`src/rtl/jesd_lmfc_gen_pkg.sv`:
```
// Shared definitions for the LMFC generator: FSM encoding, SYSREF mode
// values and the LMFC period derivation used at elaboration.
package jesd_lmfc_gen_pkg;

  typedef enum logic [1:0] {
    ST_IDLE   = 2'd0,
    ST_WAIT   = 2'd1,
    ST_LOCKED = 2'd2
  } lmfc_state_e;

  localparam logic MODE_ONESHOT = 1'b0;
  localparam logic MODE_CONT    = 1'b1;

  // LMFC period in clk cycles: octets per multiframe over octets per cycle.
  function automatic int lmfc_period(input int f, input int k, input int octets_per_clk);
    return (f * k) / octets_per_clk;
  endfunction

  // The period must divide evenly and fit the 8-bit phase counter.
  function automatic bit lmfc_period_ok(input int f, input int k, input int octets_per_clk);
    int p;
    if (octets_per_clk <= 0) return 1'b0;
    if (((f * k) % octets_per_clk) != 0) return 1'b0;
    p = (f * k) / octets_per_clk;
    return (p >= 2) && (p <= 256);
  endfunction

endpackage

```
`src/rtl/cdc_sync_rise.sv`:
```
// Two-flop synchroniser for an asynchronous strobe plus a rising-edge
// detector on the synchronised level. A held-high input yields one rise.
module cdc_sync_rise (
  input  logic clk,
  input  logic rst,
  input  logic async_in,
  output logic rise
);

  logic s1, s2, s3;

  // Synchroniser chain; s3 is the delayed copy used for edge detection.
  always_ff @(posedge clk) begin
    if (rst) begin
      s1 <= 1'b0;
      s2 <= 1'b0;
      s3 <= 1'b0;
    end else begin
      s1 <= async_in;
      s2 <= s1;
      s3 <= s2;
    end
  end

  // Rise is combinational so the consumer sees it one cycle after s2 goes high.
  always_comb rise = s2 & ~s3;

endmodule

```
`src/rtl/jesd_lmfc_gen.sv`:
```
// Local multiframe clock generator. Aligns a phase counter to SYSREF with a
// programmable offset, emits a pulse at phase 0 and tracks SYSREF drift.
//
// state     | meaning
// ----------+---------------------------------------------------------------
// ST_IDLE   | just out of reset, counter held at 0, moves to ST_WAIT
// ST_WAIT   | unlocked, counter held, waiting for a synchronised SYSREF rise
// ST_LOCKED | counter free-running; later rises checked (and in continuous
//           | mode re-aligned)
module jesd_lmfc_gen
  import jesd_lmfc_gen_pkg::*;
#(
  parameter int F              = 2,
  parameter int K              = 32,
  parameter int OCTETS_PER_CLK = 4
) (
  input  logic       clk,
  input  logic       rst,
  input  logic       sysref,
  input  logic       sysref_mode,
  input  logic [7:0] lmfc_offset,
  input  logic       rearm,
  output logic       lmfc_edge,
  output logic [7:0] lmfc_cnt,
  output logic       locked,
  output logic       sysref_err,
  output logic [7:0] err_cnt
);

  localparam int PERIOD = lmfc_period(F, K, OCTETS_PER_CLK);
  localparam logic [7:0] LAST_PHASE = 8'(PERIOD - 1);

  generate
    if (!lmfc_period_ok(F, K, OCTETS_PER_CLK)) begin : g_bad_period
      $error("jesd_lmfc_gen: F*K/OCTETS_PER_CLK must be an integer in 2..256");
    end
  endgenerate

  logic        rise;
  logic [7:0]  off_c;
  logic [7:0]  inc;
  logic [7:0]  cnt_nxt;
  logic        misalign;
  lmfc_state_e state;

  cdc_sync_rise u_sync (
    .clk      (clk),
    .rst      (rst),
    .async_in (sysref),
    .rise     (rise)
  );

  // Offset clamp and wrapping increment of the phase counter.
  always_comb begin
    off_c = (lmfc_offset > LAST_PHASE) ? LAST_PHASE : lmfc_offset;
    inc   = (lmfc_cnt == LAST_PHASE) ? 8'd0 : lmfc_cnt + 8'd1;
  end

  // Locked-state next phase: a rise off the expected phase is an error, and
  // in continuous mode it also snaps the counter to the offset.
  always_comb begin
    cnt_nxt  = inc;
    misalign = 1'b0;
    if (rise && (inc != off_c)) begin
      misalign = 1'b1;
      if (sysref_mode == MODE_CONT) cnt_nxt = off_c;
    end
  end

  // Alignment FSM with registered outputs; rearm wins over a coincident rise.
  always_ff @(posedge clk) begin
    if (rst) begin
      state      <= ST_IDLE;
      lmfc_cnt   <= 8'd0;
      locked     <= 1'b0;
      lmfc_edge  <= 1'b0;
      sysref_err <= 1'b0;
      err_cnt    <= 8'd0;
    end else begin
      sysref_err <= 1'b0;
      if (rearm) begin
        state     <= ST_WAIT;
        lmfc_cnt  <= 8'd0;
        locked    <= 1'b0;
        lmfc_edge <= 1'b0;
      end else begin
        case (state)
          ST_IDLE: begin
            state     <= ST_WAIT;
            lmfc_cnt  <= 8'd0;
            locked    <= 1'b0;
            lmfc_edge <= 1'b0;
          end
          ST_WAIT: begin
            if (rise) begin
              state     <= ST_LOCKED;
              lmfc_cnt  <= off_c;
              locked    <= 1'b1;
              lmfc_edge <= (off_c == 8'd0);
            end else begin
              lmfc_edge <= 1'b0;
            end
          end
          ST_LOCKED: begin
            lmfc_cnt  <= cnt_nxt;
            lmfc_edge <= (cnt_nxt == 8'd0);
            if (misalign) begin
              sysref_err <= 1'b1;
              if (err_cnt != 8'hFF) err_cnt <= err_cnt + 8'd1;
            end
          end
          default: begin
            state     <= ST_IDLE;
            lmfc_cnt  <= 8'd0;
            locked    <= 1'b0;
            lmfc_edge <= 1'b0;
          end
        endcase
      end
    end
  end

endmodule

```
`config.mk`:
```
export PLATFORM = sky130hd
export DESIGN_NAME = jesd_lmfc_gen
export DESIGN_NICKNAME = d
export VERILOG_FILES = /design/src/rtl/jesd_lmfc_gen_pkg.sv /design/src/rtl/cdc_sync_rise.sv /design/src/rtl/jesd_lmfc_gen.sv
export SDC_FILE = /design/constraint.sdc
export NUM_CORES = 1
export LEC_CHECK = 0
export BUFFER_PORTS_ARGS = -buffer_cell sky130_fd_sc_hd__buf_2
export CAP_MARGIN = 30
export CORE_ASPECT_RATIO = 0.75
export CORE_MARGIN = 1
export CORE_UTILIZATION = 40
export CTS_CLUSTER_DIAMETER = 150
export DETAILED_ROUTE_END_ITERATION = 7
export HOLD_SLACK_MARGIN = 0.06
export SLEW_MARGIN = 20
export SYNTH_ARGS = -nofsm -noshare
export SYNTH_HDL_FRONTEND = slang
export SYNTH_SLANG_ARGS = --single-unit
```
`constraint.sdc`:
```
create_clock -name clk -period 4.4 [get_ports clk]
set_input_delay 0.88 -clock clk [delete_from_list [all_inputs] [get_ports clk]]
set_output_delay 0.88 -clock clk [all_outputs]
set_load 0.01 [all_outputs]
```
======== Yosys cells after proc, flatten, opt, wreduce, memory -nomap -nowiden ========
Index checks and enable logic that the tools add are counted.
word-level totals
  word-level logic and storage cells ...... 49
  bits of input ports ..................... 13
  output and inout port bits .............. 19
  register bits ........................... 24
cells by class
  order comparisons ....................... 1
  bitwise gates (word level) .............. 4
  equality and inequality tests ........... 8
  muxes and demuxes ....................... 15
  add/sub/neg operators ................... 2
  reductions and logical operators ........ 9
operators by type and width
  kind                                                  number
  two-way mux 8 bit                                     5
  adder 8 x 1 -> 8 bit (second input constant)          2
  logical NOT 8 bit                                     2
  one-hot mux 8 bit (2 select lines)                    1
  equality test 8 x 4 -> 1 bit (second input constant)  1
  > comparator 8 x 4 -> 1 bit (second input constant)   1
  inequality test 8 bit                                 1
  inequality test 8 bit (second input constant)         1
  one-hot mux 2 bit (3 select lines)                    1
  two-way mux 1 bit                                     5
  inequality test 2 bit (second input constant)         2
  one-hot mux 1 bit (2 select lines)                    2
  AND reduction 2 bit                                   2
  AND reduction 4 bit                                   1
  inequality test 3 bit (second input constant)         1
  NOT 1 bit                                             3
  OR reduction 3 bit                                    1
  equality test 2 x 1 -> 1 bit (second input constant)  1
  equality test 2 bit (second input constant)           1
  logical NOT 2 bit                                     1
  two-way mux 2 bit                                     1
  OR reduction 2 bit                                    1
  AND 1 bit                                             1
  logical AND 1 bit                                     1

======== Longest topological paths before layout ========
Gate-level depths: netlist (run 1).
  depth in word-level cells ............... 7
  depth in mapped cells ................... 9

======== Modules after synthesis ========
From an unflattened synthesis (run 1), not the netlist that was laid out.
unflattened totals
  cells, all modules ...................... 180
  area, all modules ....................... 1,467.7 sq um
by module, submodules not included
  module         seq. area each (sq um)  times used  cells each  area an instance (sq um)
  jesd_lmfc_gen  400.4                   1           173         1,380.1
  cdc_sync_rise  60.1                    1           7           87.6

======== Least setup slack after synthesis (run 1) ========
Ideal clock, no wire load.
  path kind ............................... input port to flip-flop
  start point ............................. input lmfc_offset[7]
  end point ............................... register err_cnt[6]
  buffers on the path ..................... 2
  data arrival time ....................... 2,763 ps
  required time ........................... 4,279 ps
  stages on the path ...................... 9
  path slack .............................. 1,516 ps
  cells stage by stage .................... or4_4 > buf_6 > nor2_1 > a21boi_0 > o211ai_2 > o2111ai_2 > buf_6 > nor2_2 > mux2_4
between the ends
  cells in the longest elaborated chain, start to end .. 6
RTL lines
  item                               RTL line              text
  start: declaration                 jesd_lmfc_gen.sv:21   input logic [7:0] lmfc_offset,
  > comparator 8 x 4 -> 1 bit        jesd_lmfc_gen.sv:55   off_c = (lmfc_offset > LAST_PHASE) ? LAST_PHASE : lmfc_offset;
  two-way mux 8 bit (*)              jesd_lmfc_gen.sv:55
  inequality test 8 bit (*)          jesd_lmfc_gen.sv:64   if (rise && (inc != off_c)) begin
  logical AND 1 bit (*)              jesd_lmfc_gen.sv:64
  two-way mux 1 bit (*)              jesd_lmfc_gen.sv:64
  AND reduction 4 bit (no line) (*)  n/a
  end signal: assignment             jesd_lmfc_gen.sv:109  if (err_cnt != 8'hFF) err_cnt <= err_cnt + 8'd1;
  end: declaration                   jesd_lmfc_gen.sv:27   output logic [7:0] err_cnt
Every way passes the cells marked *; elsewhere a longest branch is shown, timed or not.
A chain may end at the register's enable or synchronous reset.

======== Worst setup path after layout (run 1) ========
  start point ............................. input lmfc_offset[7]
  end point ............................... register err_cnt[7]
Same word-level chain as after synthesis.

==> results of run 1 <==
[cell usage after synthesis, drive strengths merged, types with 3 or more instances]
cell / count
a21oi: 11
and2: 3
buf: 3
dfxtp: 23
ha: 5
inv: 5
nand2: 18
nand3: 16
nand4: 7
nor2: 17
nor2b: 6
nor3: 7
o21ai: 12
o31ai: 4
or2: 3
or3: 5
or4: 3
xnor2: 4
[logic make-up after synthesis]
family                   Yosys count
flip-flops                        23
multiplexers                       3
XOR/XNOR                           5
buffers and inverters             10
adder cells (fa/ha/maj)            5
AND/OR/NAND/NOR                   93
AO/OA/AOI/OAI                     44
[report_power, final]
group | switching [uW] | internal (uW)
registers | 1.28 | 210
clock network | 70.3 | 64.7
logic | 21.9 | 12.1
total | 93.5 | 287
[placed cells by master (no fill, tap or decap), types with 4 or more instances in the layout]
cell type  instances
a21oi_1           11
buf_2             31
dfxtp_1           23
ha_1               5
inv_1              5
nand2_1           18
nand3_1           16
nand4_1            7
nor2_1            14
nor2b_1            6
nor3_1             7
o21ai_0           12
o31ai_1            4
or3_1              5
xnor2_1            4
[routing by layer]
| metal | vias up | wire length (um) | GRT usage [%] |
|---|---|---|---|
| met3 | 2 | 277 | 6.26 |
| met1 | 680 | 1770 | 27.7 |
| li1 | 741 | - | - |
| met2 | 45 | 1480 | 27.6 |
| met5 | - | 0 | 0 |
| met4 | 0 | 19 | 3.92 |
[layout make-up]
class                      count  area (sq um)
fill                         340          1700
multi-input combinational    150           956
sequential                    23           460
timing repair buffer          32           163
tap                           50          62.6
clock buffer                   4          45.0
inverter                       5          18.8
[per-stage QoR]
step / area [sq um] / hold WS (ps) / power [uW] / cells
2_1_floorplan: 1480 / 414 / 236 / 183
3_3_place_gp: 1660 / 423 / 249 / 260
3_5_place_dp: 1660 / 428 / 250 / 260
4_1_cts: 1710 / 455 / 384 / 264
5_1_grt: 1710 / 467 / 400 / 264
6_report: 1710 / 446 / 380 / 264
[final timing paths]
check | to | slack (ps) | cells after the start
hold reg to reg | u_sync.s2 | 450 | 1
hold / removal | u_sync.s2 | 450 | 1
setup / recovery | err_cnt[7] | 1420 | 8
setup reg to reg | err_cnt[7] | 1480 | 8
[worst max-delay path: cells and delay by family]
kind	cells	cell delay, ps
AND/OR/NAND/NOR	4	1490
buffers and inverters	1	100
AO/OA/AOI/OAI	3	710
[sequential cells by signal, summed over array words and instances (netlist names)]
signal and count:
sysref_err 1, lmfc_edge 1, state 1, locked 1, err_cnt 8, u_sync.s3 1
u_sync.s1 1, lmfc_cnt 8, u_sync.s2 1
==> flow_metrics.tcl, run 1 <==
set metrics [dict create \
    status "completed" \
    rows 18 \
    rsz0062_at_grt "no" \
    cellPowerDensity_nw_per_um2 223 \
    start_util_pct 43.4 \
    num_antenna_cells 0 \
    cts_buffers 3 \
    ctsLongestPathBuffers 2 \
    skew_ps 5.60 \
    synth_seq_area_share_pct 31.2 \
    drv_slew 0 \
    pin_count 32 \
    grt_antenna_before_repair 0 \
    grt_pass1_vias 1183 \
    num_vias 1468 \
    startpoint "lmfc_offset[7]" \
    slew_headroom_pct 55.1 \
    async_flop_share_pct 0 \
    utilization_pct 50.1 \
    worstPathCellList "buf_2, or4_4, nor2_1, nor3b_1, o211ai_2, o2111ai_2, or4_1, a21oi_1" \
    clock.fmax_mhz 335 \
    core-area_sq_um 3400 \
    die_h_um 54.6 \
    synth_xor_xnor_area_share_pct 2.97 \
    regToRegStartpoint "lmfc_cnt[0]" \
    crit_arrival_ps 3190 \
    synth_top_family_by_area "simple AND/OR/NAND/NOR gates" \
    nNetsFinal 233 \
    p_leak_uw 0.000688 \
    io_buffers 31 \
    startpoint_type "input pin" \
    wl_per_cell_um 13.5 \
    yosys_warnings 0 \
    synth-compound-area-share_pct 20.7 \
    syn_area_sq_um 1480 \
    htree_levels 1 \
    synth_edf_count 0 \
    path_class "input pin to register" \
    track_usage_pct 19.2 \
    hp-start "u_sync.s1" \
    grt_first_pass_wirelength_um 5620 \
    hpwl_um 2730 \
    maxCapViolations 0 \
    cts.root.buffer_cell "clkbuf_8" \
    wirelength_um 3560 \
    grt_max_degree 16 \
    cp-end-kind "register" \
    insertion_delay_ps 270 \
    ys_top_cells_by_area "dfxtp_1 31%, nand3_1 5.4%, nand2_1 4.6%, ha_1 4.2%, o21ai_0 4.1%" \
    die_w_um 72.2 \
    slowest_stage "or4_4" \
    peakVddDrop_v 0.000112 \
    drtIter0Drc 102 \
    netlist-cell-type-count 50 \
    gp_congestion 0.912 \
    die-area_sq_um 3940 \
    synth_flop_cell "dfxtp_1" \
    vias_per_cell 5.56 \
    fin_tns_setup_ps 0 \
    synth_simple_gate_area_share_pct 34.4 \
    syn_avg_cell_area_sq_um 8.07 \
    first_pass_iters 4 \
    clkTransAtPathRegs_ps 90 \
    worst_ep_required_time_ps 4610 \
    hold_buffers 0 \
    area_delta_synth_final_pct 15.5 \
    grt.overflow.total 0 \
    ys_ff_latch 23 \
    period_share_pct 67.8 \
    drive_gt1_share_pct 22.4 \
    synth.area.mux_share_pct 2.46 \
    dp_slack_ps 1150 \
    post_cts_buffers 0 \
    hold_viol_final 0 \
    synth_top_cell_by_area "dfxtp_1" \
    ctsResizeCount 0 \
    cts_sinks 23 \
    synth_fa_ha_area_share_pct 4.24 \
    cp_max_fo 13 \
    synth_top_area_share_pct 31.2 \
    cp_slowest_stage_delay_ps 630 \
    postSynthCellCount 183 \
    period_needed_ps 2980 \
    hold_path.class "register to register" \
    ant_nets 0 \
    finalWorstSetupSlack_ps 1420 \
    cts_tree "built" \
    synthesis.nets 201 \
    drcViolationCount 0 \
    worstMarginPinSlew_ps 672 \
    setup_viol 0 \
]
No activity file was read; power rests on OpenSTA's default activity.
==> inputs of run 2 (changes only) <==
- clock period: 4.4 -> 2.55 ns (I/O delays scaled with it)
==> run 2 against run 1 <==
Compared with the run above: first-iteration DRC count grew 59%; sequential share of layout area down 2.4 points; largest power group unchanged; combinational power grew 99%; hold slack worse by 7.9 ps; via count increased by 4.8%; die area did not move; non-clock buffer count up 15; clock skew down 2.5 ps; clock power rose by 80%.
==> flow_metrics.tcl, run 2 (same netlist as run 1, synthesis figures left out) <==
set metrics [dict create \
    period_share_pct 96.5 \
    crit_path_end "err_cnt[7]" \
    start_util_pct 43.4 \
    wirelength_um 4000 \
    grt.overflow.total 0 \
    nNetsFinal 248 \
    regToRegStartpoint "lmfc_cnt[1]" \
    hold_viol_final 0 \
    r2r_slack_ps 110 \
    core-area_sq_um 3400 \
    rsz0062_at_grt "no" \
    htree_levels 1 \
    num_antenna_cells 0 \
    hp-start "sysref" \
    first_pass_iters 4 \
    place_inst 273 \
    layout_commonest_cell "buf_2" \
    cts_buffers 3 \
    reg_top3 "err_cnt: 8 flops, lmfc_cnt: 8 flops" \
    peakVddDrop_v 0.000297 \
    skew_ps 3.13 \
    startpoint "lmfc_offset[5]" \
    drive_gt1_share_pct 31.4 \
    cts_tree "built" \
    cp_max_fo 6 \
    num_vias 1539 \
    ctsLongestPathBuffers 2 \
    n_fill_cell 327 \
    fin_tns_setup_ps 0 \
    io_buffers 31 \
    worstMarginPinSlew_ps 452 \
    slew_headroom_pct 69.8 \
    setup_viol 0 \
    fin_cells 279 \
    place_area_sq_um 1770 \
    die-area_sq_um 3940 \
    wl_per_cell_um 14.3 \
    die_w_um 72.2 \
    rows 18 \
    vias_per_cell 5.52 \
    crit_arrival_ps 2670 \
    drcViolationCount 0 \
    grt_pass1_vias 1377 \
    area_delta_synth_final_pct 27.6 \
    stdcell_area_sq_um 1880 \
    clock.fmax_mhz 406 \
    hold_buffers 0 \
    grt_max_degree 16 \
    die_h_um 54.6 \
    maxCapViolations 0 \
    cts_sinks 23 \
    period_needed_ps 2460 \
    track_usage_pct 21.6 \
    p_leak_uw 0.000766 \
    path_class "input pin to register" \
    rr_worst_depth 11 \
    hpwl_um 3030 \
    insertion_delay_ps 270 \
    clkTransAtPathRegs_ps 90 \
    grt_first_pass_wirelength_um 6440 \
    ant_nets 0 \
    hold_path.class "input pin to register" \
    cp-end-kind "register" \
    cts.root.buffer_cell "clkbuf_8" \
    startpoint_type "input pin" \
    worst_ep_required_time_ps 2760 \
    status "completed" \
    pin_count 32 \
    regToRegEndpoint "lmfc_cnt[2]" \
    gp_congestion 0.804 \
    drv_slew 0 \
    mostFrequentLayoutCells "31 x buf_2, 21 x dfxtp_1, 18 x nand2_1" \
    cellPowerDensity_nw_per_um2 359 \
    grt_antenna_before_repair 0 \
    drtIter0Drc 162 \
]
[run 2: cell types whose count changed in the layout (fill, tap and decap cells not counted), moves of 2 or more]
| cell | before | now |
|---|---|---|
| buf_4 | 1 | 15 |
| dfxtp_1 | 23 | 21 |
| dfxtp_2 | 0 | 2 |
| nor3_2 | 0 | 2 |
| nor3_1 | 7 | 5 |
[run 2: per-layer routing]
| metal | part of all wire (%) | up-vias | GRT usage (%) |
|---|---|---|---|
| met5 | 0 | - | 0 |
| met4 | 0.53 | 0 | 3.92 |
| met3 | 4.9 | 4 | 4.05 |
| met2 | 42 | 44 | 33.5 |
| met1 | 53 | 720 | 31.5 |
| li1 | - | 771 | - |
[run 2: report_power, final]
group / switching (uW) / internal (uW)
combinational: 41.0 / 26.5
clock: 132 / 111
sequential: 2.07 / 363
total: 175 / 500
[run 2: worst min-delay path by stage]
stage,slack [ps],to,cells after the start
2_1_floorplan,410,u_sync.s2,1
3_3_place_gp,430,u_sync.s2,1
3_5_place_dp,430,u_sync.s2,1
4_1_cts,440,u_sync.s1,2
5_1_grt,450,u_sync.s1,2
6_report,440,u_sync.s1,2
[run 2: final cells by class]
| type | instances | area [sq um] | share of cell area, % |
|---|---|---|---|
| flip-flops and latches | 23 | 463 | 24.6 |
| clock buffers | 3 | 41.3 | 2.19 |
| repair buffers | 47 | 288 | 15.3 |
| multi-input cells | 150 | 1000 | 53.3 |
| clock inverters | 1 | 7.51 | 0.398 |
| well taps | 50 | 62.6 | 3.32 |
| inverters | 5 | 18.8 | 0.996 |
[run 2: what timing repair did]
action,in CTS,in global routing
buffers inserted,0,2
pin swaps,0,2
gates cloned,0,0
setup endpoints to repair,1,9
resized for setup,1,10
[run 2: worst max-delay path: stages]
cell	delay [ps]
buf_2	100
or4_4	590
nor2_1	190
nor3b_1	90
o211ai_2	250
o2111ai_4	200
or4_1	570
a21oi_1	160
[run 2: stage by stage]
stage | util [%] | total power, uW | worst slack (ps) | hold slack, ps
after floorplan | - | 408 | 35.9 | 414
after global placement | 52.1 | 435 | -96.1 | 428
after detailed placement | 52.1 | 437 | -260 | 432
after CTS | 53.6 | 678 | 8.80 | 439
after global routing | 55.4 | 703 | 3.95 | 454
final | 55.4 | 676 | 89.9 | 438
==> inputs of run 3 (changes only) <==
- CORE_ASPECT_RATIO: 0.75 -> unset
==> run 3 against run 2 <==
Compared with the run above: flip-flop and latch count unchanged; combinational power down 3.7%; clock skew up 1.8 ps; via count down 2.0%; critical path depth up 1; total power down 2.5%; setup slack better by 16 ps; routed wire length down 5.2%; global-route usage down 2.1 points; non-clock buffer count up 2; hold slack better by 9.1 ps; design area down 0.20%; largest power group unchanged; highest routed layer unchanged.
==> flow_metrics.tcl, run 3 (same netlist as run 1, synthesis figures left out) <==
set metrics [dict create \
    status "completed" \
    grt_first_pass_wirelength_um 6340 \
    wirelength_um 3790 \
    p_total_uw 659 \
    start_util_pct 42.9 \
    cts_buffers 3 \
    first_pass_iters 4 \
    maxCapViolations 0 \
    p_int_uw 497 \
    cts_sinks 23 \
    p_clk_share_pct 34.8 \
    drcViolationCount 0 \
    startpoint_type "register" \
    nNetsFinal 250 \
    switchingPower_uw 162 \
    htree_levels 1 \
    hold_viol_final 0 \
    worstMarginPinSlew_ps 408 \
    reg_top3 "err_cnt: 8 flops, lmfc_cnt: 8 flops" \
    finalWorstSetupSlack_ps 106 \
    path_class "register to register" \
    cts.root.buffer_cell "clkbuf_8" \
    ff_latch_area_sq_um 460 \
    p_sw_share_pct 24.5 \
    setup_viol 0 \
    clkTransAtPathRegs_ps 90 \
    dp_slack_ps -204 \
    utilization_pct 54.6 \
    grt_pass1_vias 1450 \
    insertion_delay_ps 260 \
    n_fill_cell 363 \
    cp-end-kind "register" \
    vias_per_cell 5.44 \
    period_share_pct 95.8 \
    grt_max_degree 16 \
    track_usage_pct 19.6 \
    wl_per_cell_um 13.7 \
    drtIter0Drc 75 \
    p_leak_uw 0.000771 \
    pin_count 32 \
    ant_nets 0 \
    skew_ps 4.97 \
    place_area_sq_um 1750 \
    drive_gt1_share_pct 32.9 \
    slew_headroom_pct 72.7 \
    grt.overflow.total 0 \
    rows 21 \
    pwr-share-comb_pct 9.9 \
    grt_antenna_before_repair 0 \
    die_w_um 62.8 \
    drv_slew 0 \
    cts_tree "built" \
    cellPowerDensity_nw_per_um2 350 \
    clock.fmax_mhz 409 \
    holdWs_ps 447 \
    layout_commonest_cell "buf_2" \
    io_buffers 31 \
    gp_congestion 0.925 \
    hold_path.class "register to register" \
    crit_arrival_ps 2650 \
    ctsLongestPathBuffers 2 \
    core-area_sq_um 3440 \
    cp_slowest_stage_delay_ps 360 \
    worstPathCellList "ha_2, and4b_2, and4_1, o31ai_2, o41a_1, o2111ai_4, buf_6, or3_1, a21oi_2" \
    num_vias 1508 \
    peakVddDrop_v 0.000209 \
    sequentialPowerShare_pct 55.3 \
    period_needed_ps 2440 \
    r2r_slack_ps 110 \
    cp_max_fo 6 \
    slowest_stage "or3_1" \
    mostFrequentLayoutCells "31 x buf_2, 23 x dfxtp_1, 18 x nand2_1" \
    die_h_um 62.8 \
    hpwl_um 2950 \
    num_antenna_cells 0 \
    area_delta_synth_final_pct 27.4 \
    hold_buffers 0 \
    stdcell_area_sq_um 1880 \
    worst_ep_required_time_ps 2760 \
    die-area_sq_um 3940 \
    multi_input_area_sq_um 1000 \
]
[run 3: cell count changes in the layout (fill, tap and decap cells not counted), sizes merged]
cell,change
clkinvlp,-1
buf,+2
clkinv,+1
[run 3: final cells by class]
cell class	count	area share, %
multi-input combinational	150	53.4
tap	46	3.06
clock buffer	3	2.20
timing repair buffer	49	15.6
clock inverter	1	0.266
inverter	5	0.998
sequential	23	24.5
[run 3: timing repair]
action / CTS / global route
setup endpoints to repair: 2 / 14
pin swaps: 0 / 2
resized for setup: 0 / 13
hold endpoints to repair: 0 / 0
setup buffers: 1 / 3
[run 3: final timing paths]
kind / to / start / cells after the start
worst max-delay path: err_cnt[4] / lmfc_cnt[0] / 9
worst min-delay path: u_sync.s2 / u_sync.s1 / 1
worst max register to register: err_cnt[4] / lmfc_cnt[0] / 9
worst min register to register: u_sync.s2 / u_sync.s1 / 1
[run 3: power by group through the flow]
| stage | sequential (uW) | combinational [uW] | clock, uW |
|---|---|---|---|
| final | 365 | 65.0 | 229 |
| after floorplan | 373 | 34.6 | 0 |
| after global placement | 373 | 60.7 | 0 |
| after detailed placement | 373 | 61.9 | 0 |
| after global routing | 365 | 72.2 | 255 |
| after CTS | 365 | 63.0 | 237 |
[run 3: critical path, delay by kind of cell (launching register included)]
| family | cells | cell delay [ps] |
|---|---|---|
| compound gates | 4 | 850 |
| buf+inv | 1 | 180 |
| simple gates | 3 | 820 |
| fa+ha+maj | 1 | 200 |
| flops | 1 | 340 |
[run 3: stage by stage]
step                TNS (ps)  cells
floorplan                  0    183
CTS                        0    274
finish                     0    277
global placement       -1090    269
global route           -39.4    277
detailed placement     -2220    269
[run 3: per-layer routing]
metal  wire (um)  GRT usage, %  part of all wire (%)  vias up
met4          75          7.27                   2.0        0
met5           0             0                     0        -
met1        1690          22.8                    45      705
met2        1920          35.7                    51       27
li1            -             -                     -      768
met3          96          2.92                   2.5        8
